<file path="config.mk">
export PLATFORM = sky130hd
export DESIGN_NAME = axis_8bit_frame_tx
export DESIGN_NICKNAME = d
export VERILOG_FILES = /design/src/rtl/axis_pkg.sv /design/src/rtl/axis_frame_counter.sv /design/src/rtl/axis_8bit_frame_tx.sv
export SDC_FILE = /design/constraint.sdc
export NUM_CORES = 1
export LEC_CHECK = 0
export ABC_CLOCK_PERIOD_IN_PS = 2500
export BUFFER_PORTS_ARGS = -buffer_cell sky130_fd_sc_hd__buf_2
export CORE_MARGIN = 3
export CORE_UTILIZATION = 52
export CTS_CLUSTER_DIAMETER = 200
export CTS_CLUSTER_SIZE = 24
export DETAILED_ROUTE_END_ITERATION = 6
export PLACE_DENSITY_LB_ADDON = 0.25
export SYNTH_ARGS = -nofsm -noshare
export SYNTH_HDL_FRONTEND = slang
export SYNTH_SLANG_ARGS = --single-unit
</file>
<file path="constraint.sdc">
create_clock -name clk -period 2.5 [get_ports clk]
set_input_delay 0.625 -clock clk [delete_from_list [all_inputs] [get_ports clk]]
set_output_delay 0.625 -clock clk [all_outputs]
set_load 0.01 [all_outputs]
</file>
<file path="src/rtl/axis_pkg.sv">
// ---------------------------------------------------------------------------
// axis_pkg
// Shared definitions for the 8-bit AXI-Stream frame transmitter and its
// matching receiver.
//   AXIS_DATA_W / AXIS_LEN_W / AXIS_CNT_W : default data, frame-length and
//                                           frame-count widths
//   ST_IDLE / ST_SEND                     : one-bit FSM state encoding
//   hs()                                  : stream handshake (valid && ready)
// ---------------------------------------------------------------------------
package axis_pkg;

  localparam int AXIS_DATA_W = 8;
  localparam int AXIS_LEN_W  = 5;
  localparam int AXIS_CNT_W  = 5;

  localparam logic [0:0] ST_IDLE = 1'b0;
  localparam logic [0:0] ST_SEND = 1'b1;

  // A beat transfers on a rising edge where both valid and ready are high.
  function automatic logic hs(input logic valid, input logic ready);
    return valid && ready;
  endfunction

endpackage

</file>
<file path="src/rtl/axis_frame_counter.sv">
// ---------------------------------------------------------------------------
// axis_frame_counter
// CNT_W-bit wrapping counter of completed frames.
//   clk    : rising-edge clock
//   reset  : synchronous active-high clear
//   inc    : count one completed frame this cycle (hs on the Tlast beat)
//   count  : registered count, wraps 2^CNT_W-1 -> 0
// ---------------------------------------------------------------------------
module axis_frame_counter
  import axis_pkg::*;
#(
  parameter int CNT_W = AXIS_CNT_W
) (
  input  logic             clk,
  input  logic             reset,
  input  logic             inc,
  output logic [CNT_W-1:0] count
);

  logic [CNT_W-1:0] count_d;
  logic [CNT_W-1:0] count_q;

  always_comb begin
    count_d = count_q;
    if (inc) begin
      count_d = count_q + CNT_W'(1);
    end
  end

  always_ff @(posedge clk) begin
    if (reset) begin
      count_q <= '0;
    end else begin
      count_q <= count_d;
    end
  end

  assign count = count_q;

endmodule

</file>
<file path="src/rtl/axis_8bit_frame_tx.sv">
// ---------------------------------------------------------------------------
// axis_8bit_frame_tx
// AXI-Stream style frame source. On an accepted start it sends frame_len
// beats of an incrementing byte pattern starting at seed, with Tlast on the
// final beat, honouring T_ready backpressure and counting completed frames.
//   clk, reset  : rising-edge clock, synchronous active-high reset
//   start       : one-cycle request to send a frame
//   frame_len   : beats in the frame (0 = request ignored), sampled on start
//   seed        : first byte of the frame, sampled on start
//   T_ready     : downstream ready
//   out_data    : stream data
//   T_valid_out : stream valid
//   Tlast       : final beat of a frame
//   busy        : frame in flight (state SEND)
//   frame_cnt   : completed frames, wrapping
// All outputs are registered; valid never depends combinationally on ready.
// ---------------------------------------------------------------------------
module axis_8bit_frame_tx
  import axis_pkg::*;
#(
  parameter int DATA_W = AXIS_DATA_W,
  parameter int LEN_W  = AXIS_LEN_W,
  parameter int CNT_W  = AXIS_CNT_W
) (
  input  logic              clk,
  input  logic              reset,
  input  logic              start,
  input  logic [LEN_W-1:0]  frame_len,
  input  logic [DATA_W-1:0] seed,
  input  logic              T_ready,
  output logic [DATA_W-1:0] out_data,
  output logic              T_valid_out,
  output logic              Tlast,
  output logic              busy,
  output logic [CNT_W-1:0]  frame_cnt
);

  logic [0:0]        state_d,    state_q;
  logic [LEN_W-1:0]  len_d,      len_q;
  logic [LEN_W-1:0]  beat_idx_d, beat_idx_q;
  logic [DATA_W-1:0] data_d,     data_q;
  logic              valid_d,    valid_q;
  logic              last_d,     last_q;

  logic              hs_w;
  logic              load_w;
  logic              frame_done_w;
  logic [LEN_W-1:0]  beat_next_w;

  assign hs_w         = hs(valid_q, T_ready);
  assign load_w       = start && (frame_len != '0);
  assign frame_done_w = hs_w && last_q;
  assign beat_next_w  = beat_idx_q + LEN_W'(1);

  always_comb begin
    state_d    = state_q;
    len_d      = len_q;
    beat_idx_d = beat_idx_q;
    data_d     = data_q;
    valid_d    = valid_q;
    last_d     = last_q;

    case (state_q)
      ST_IDLE: begin
        if (load_w) begin
          len_d      = frame_len;
          data_d     = seed;
          valid_d    = 1'b1;
          last_d     = (frame_len == LEN_W'(1));
          beat_idx_d = LEN_W'(1);
          state_d    = ST_SEND;
        end
      end

      ST_SEND: begin
        // Without a handshake everything holds, so the beat on the bus
        // stays stable until the sink takes it.
        if (hs_w) begin
          if (last_q) begin
            // A start arriving with the final handshake chains the next
            // frame directly, leaving no idle cycle between frames.
            if (load_w) begin
              len_d      = frame_len;
              data_d     = seed;
              valid_d    = 1'b1;
              last_d     = (frame_len == LEN_W'(1));
              beat_idx_d = LEN_W'(1);
            end else begin
              valid_d = 1'b0;
              last_d  = 1'b0;
              state_d = ST_IDLE;
            end
          end else begin
            data_d     = data_q + DATA_W'(1);
            beat_idx_d = beat_next_w;
            last_d     = (beat_next_w == len_q);
          end
        end
      end

      default: begin
        state_d = ST_IDLE;
        valid_d = 1'b0;
        last_d  = 1'b0;
      end
    endcase
  end

  always_ff @(posedge clk) begin
    if (reset) begin
      state_q    <= ST_IDLE;
      len_q      <= '0;
      beat_idx_q <= '0;
      data_q     <= '0;
      valid_q    <= 1'b0;
      last_q     <= 1'b0;
    end else begin
      state_q    <= state_d;
      len_q      <= len_d;
      beat_idx_q <= beat_idx_d;
      data_q     <= data_d;
      valid_q    <= valid_d;
      last_q     <= last_d;
    end
  end

  axis_frame_counter #(
    .CNT_W (CNT_W)
  ) u_frame_counter (
    .clk   (clk),
    .reset (reset),
    .inc   (frame_done_w),
    .count (frame_cnt)
  );

  assign out_data    = data_q;
  assign T_valid_out = valid_q;
  assign Tlast       = last_q;
  assign busy        = (state_q == ST_SEND);

endmodule
</file>
# ---- Word-level counts from Yosys, hierarchy flattened
# Cells that the tools add are included.
dict set report word_totals {
  inputBits 17
  output_inout_bits 16
  wordCells 48
  ff_bits 26
}
dict set report classes {
  n_reduce_logical 7
  addsub 3
  eq_ne 5
  n_mux 25
  n_bitwise 1
}
# cell n
set op_table {}
lappend op_table {{two-way mux 5 bit} 6}
lappend op_table {{two-way mux 8 bit} 3}
lappend op_table {{one-hot mux 5 bit (2 select lines)} 2}
lappend op_table {{one-hot mux 8 bit (2 select lines)} 1}
lappend op_table {{adder 5 x 1 -> 5 bit (second input constant)} 2}
lappend op_table {{two-way mux 1 bit} 10}
lappend op_table {{adder 8 x 1 -> 8 bit (second input constant)} 1}
lappend op_table {{one-hot mux 1 bit (2 select lines)} 3}
lappend op_table {{equality test 5 x 1 -> 1 bit (second input constant)} 1}
lappend op_table {{equality test 5 bit} 1}
lappend op_table {{nonzero test 5 bit} 1}
lappend op_table {{!= test 2 x 1 -> 1 bit (second input constant)} 2}
lappend op_table {{AND reduction 2 bit} 2}
lappend op_table {{logical AND 1 bit} 3}
lappend op_table {{AND reduction 3 bit} 1}
lappend op_table {{!= test 2 bit (second input constant)} 1}
lappend op_table {{NOT 1 bit} 1}

# ---- Depth between registers and ports, before layout
dict set report depth {
  ltp_word 6
  depth_mapped 6
  ltp_nobuf 6
}

# ---- Hierarchy
# A second synthesis with hierarchy kept.
dict set report hier_totals {
  hier_cells 175
  area_unflattened_um2 1458.9
}
# mod cells_per_inst area_each_um2 instances seq_area_each_um2
set by_module_without_submodules {}
lappend by_module_without_submodules {axis_8bit_frame_tx 153 1211.2 1 420.4}
lappend by_module_without_submodules {axis_frame_counter 22 247.7 1 100.1}

# ---- Least setup slack after synthesis
# OpenSTA, ideal clock, no wires.
dict set report synth_timing {
  path_type {input to register}
  start {input port frame_len[4]}
  end {register data_q[3] (netlist: out_data[3])}
  required_ps 2372
  t_arrival_ps 1960
  n_path_buf 1
  path_stages 6
  slack_ps 412
  setup_time_ps 128
  cell_sequence {or4_4 > o21a_4 > and3_4 > buf_6 > a222oi_1 > nor2_1}
}
dict set report synth_via {
  elab_chain_cells 6
}
# item line
set synth_lines {}
lappend synth_lines {{start: declaration} axis_8bit_frame_tx.sv:28} ;# input logic [LEN_W-1:0] frame_len,
lappend synth_lines {{nonzero test 5 bit *} axis_8bit_frame_tx.sv:51} ;# assign load_w = start && (frame_len != '0);
lappend synth_lines {{logical AND 1 bit *} axis_8bit_frame_tx.sv:51}
lappend synth_lines {{two-way mux 8 bit *} --}
lappend synth_lines {{two-way mux 8 bit (2 in series)} --}
lappend synth_lines {{one-hot mux 8 bit (2 select lines) *} --}
lappend synth_lines {{end signal: assignment} axis_8bit_frame_tx.sv:121} ;# data_q <= data_d;
lappend synth_lines {{end: declaration} axis_8bit_frame_tx.sv:41} ;# logic [DATA_W-1:0] data_d, data_q;
# Mark *: on every way between the ends. The rest lies on a longest branch, timed or not. The select of a mux whose other input is x is not followed.
# A chain may end at the register's enable or synchronous reset.

# ---- Worst setup path in the final report
dict set report layout_timing {
  start {input port frame_len[4]}
  end {register last_q (netlist: Tlast)}
}
dict set report layout_via {
  elab_chain_cells 6
  word_cells_on_any_way 10
  classes_between {eq/ne (2); mux (5); reduce/logical (3)}
}
# item line
set layout_lines {}
lappend layout_lines {{nonzero test 5 bit} axis_8bit_frame_tx.sv:51}
lappend layout_lines {{logical AND 1 bit} axis_8bit_frame_tx.sv:51}
lappend layout_lines {{two-way mux 1 bit} axis_8bit_frame_tx.sv:82} ;# if (load_w) begin
lappend layout_lines {{two-way mux 1 bit} axis_8bit_frame_tx.sv:79} ;# if (last_q) begin
lappend layout_lines {{two-way mux 1 bit} axis_8bit_frame_tx.sv:78} ;# if (hs_w) begin
lappend layout_lines {{one-hot mux 1 bit (2 select lines)} axis_8bit_frame_tx.sv:63} ;# case (state_q)
lappend layout_lines {{end signal: assignment} axis_8bit_frame_tx.sv:123} ;# last_q <= last_d;
lappend layout_lines {{end: declaration} axis_8bit_frame_tx.sv:43} ;# logic last_d, last_q;
# Parallel ways exist; a longest one is shown, timed or not. The select of a mux whose other input is x is not followed.

==> run metrics <==
drt first pass iters 4; htree depth 1; share of synthesized registers carrying an async set or reset 0%; grt total ovfl 0; grt met2 use 36.8%; Clock transition at path regs 0.13 ns; Synth Warn # 0; Seq cells post-synth 26; Period minus WS final 1.94 ns; Worst Setup End Kind flop; Global Route met3 Usage 3.12%; Primary FF master, synth dfxtp_1; cts hold-fix bufs 0; Placed Instance Area 0.00157 mm²; Die Span Y 57.9 µm; DP Wirelength 2440 µm; number of synthesized flops with an enable pin 0; Synth Net Count 190; fin nets 222; Initial Util 55.5%; power per cell area 507 mW/mm²; Area contributors post-synth dfxtp_1 37%, nand2_1 6.7%, xor2_1 5.6%; slew margin rel. 60.4%; first-pass GRT wire length 5660 µm; cells along the critical path buf_2 -> or4_4 -> o21ai_2 -> nand2_1 -> a311oi_1 -> nor3_1; Final Setup Violations 0; number of fillers in the final layout 246; FP Rows 18; Port Buf Inserts 32; post-synth top area share 37.2%; min-delay worst type reg -> reg; # IOs 33; Mean Syn Cell Area 8.23 µm²; status finished clean; FF/Latch Area 520 µm²; GRT Overall Usage 21.4%; Crit path largest cell delay 0.57 ns; dpl ws 0.223 ns; core footprint 0.00252 mm²; post-CTS resize count 0; Crit Path Category in -> reg; final hold viol count 0; Netlist cell types 44; top post-synthesis cells by count 26 x dfxtp_1, 25 x nand2_1, 16 x nor2_1; fin. max-slew vios 0; Root Buffer clkbuf_4; Critical-path top delay cell or4_4; area of the multi-input gates 833 µm²; unrepaired setup endpoints after global routing no; Die Wd 57.9 µm; DR vias/cell 6.00; # diodes 0; DIE AREA 0.00335 mm²; Syn Inst Count 170; TNS Setup 0 ns; post-layout instance area 0.00160 mm²; GRT busiest layer met2; Residual DRC 0; share of layout cells above drive strength 1 21.5%; Pleak 0.000639 µW; Max Clock Freq 0.514 GHz; sequential cell area fraction in the yosys report 37.2%; met1 Usage GRT 26.2%; vias 1380; Worst Setup Start Kind primary input; clock sinks 26; Post-DRT Antenna Nets 0; routability cong. 0.834; maximum clock path buffer count 2; Num CTS Buffers 3; CP Max Fanout 8; WL final 3290 µm; synthesized cell area 0.00140 mm²; vias in the first global route 1294; final core utilization 63.3%; Layout area overhead 14.1%; initial antenna violation count 0; # Max-Cap Violations 0; Skew-Pair Late Insertion Delay 0.31 ns; CTS tree built; maximum vdd ir drop 0.380 mV; initial DRC count 75; Max Clock Skew 0.00224 ns; Critical Path AT 2.16 ns; Least-Margin Pin Slew 0.593 ns; period utilisation layout 77.8%; leading area contributor after synthesis dfxtp_1; required time of the critical path 2.71 ns; largest net degree at the start of global routing 27; count leader, synth dfxtp_1; Avg WL per Cell 14.3 µm; post-route setup slack 0.555 ns; Post-CTS Setup Bufs 0
-- through the flow --
stage / std cells / power, µW / hold slack, ns
finish: 230 / 809 / 0.479
global route: 230 / 857 / 0.505
CTS: 230 / 814 / 0.481
detailed placement: 227 / 644 / 0.462
global placement: 227 / 637 / 0.461
floorplan: 170 / 587 / 0.448
-- kinds of logic after synthesis --
group                      after synthesis  share of synthesized area, %
AOI/OAI and AO/OA                       47                          23.4
xor gates and xnor gates                15                          9.39
adders and majority gates                3                          2.68
buffers and inverters                   10                          3.22
DFF                                     26                          37.2
muxes                                    1                         0.716
and+or+nand+nor                         68                          23.3
-- per-layer routing --
metal,up-vias,part of all wire (%)
li1,678,-
met1,655,44
met2,43,50
met3,4,5.2
met4,0,1.4
met5,-,0
-- worst paths after layout --
path | start | end | slack, ns | depth (start not counted)
max | frame_len[4] | Tlast$_SDFFE_PP0P_ | 0.56 | 6
max reg2reg | busy$_SDFF_PP0_ | out_data[3]$_SDFFE_PP0N_ | 0.62 | 4
min reg2reg | len_q[4]$_SDFFE_PP0P_ | len_q[4]$_SDFFE_PP0P_ | 0.48 | 2
min | len_q[4]$_SDFFE_PP0P_ | len_q[4]$_SDFFE_PP0P_ | 0.48 | 2
-- where the power goes --
group	internal (µW)	total (µW)	leakage, µW	switching, µW
Combinational	70.3	165	0.000413	94.8
Clock	56.5	173	0.0000138	116
Sequential	438	472	0.000212	34.0
Total	564	809	0.000639	245
-- final cells by class --
type                       count  area share [%]
multi-input combinational    134            52.2
sequential                    26            32.6
timing repair buffer          33            10.5
tap                           30            2.35
clock buffer                   3            1.41
inverter                       4           0.940
-- flip-flops by register name (all words and copies together) (netlist names) --
name and count:
T_valid_out 1, busy 1, Tlast 1, beat_idx_q 5, out_data 8, len_q 5, u_frame_counter.count 5
-- worst max-delay path, delay by kind of cell --
kind | cells | cell delay (ns)
buf+inv | 1 | 0.11
simple gates | 3 | 0.78
compound gates | 2 | 0.65
-- cell usage in the layout (no fill, tap or decap), types with 2 or more instances in the layout --
master	synthesis	routed
a21oi_1	15	15
a222oi_1	2	2
a22oi_1	2	2
a311oi_1	2	2
buf_2	0	32
clkbuf_4	0	3
dfxtp_1	26	26
ha_1	3	3
inv_1	4	4
nand2_1	25	25
nand3_1	6	6
nand4_1	3	3
nor2_1	16	16
nor2b_1	3	3
nor3_1	5	5
o211ai_1	2	2
o21ai_0	8	8
o31ai_1	2	2
or4_1	2	2
xnor2_1	6	6
xor2_1	9	9
No activity file was read; power rests on OpenSTA's default activity.
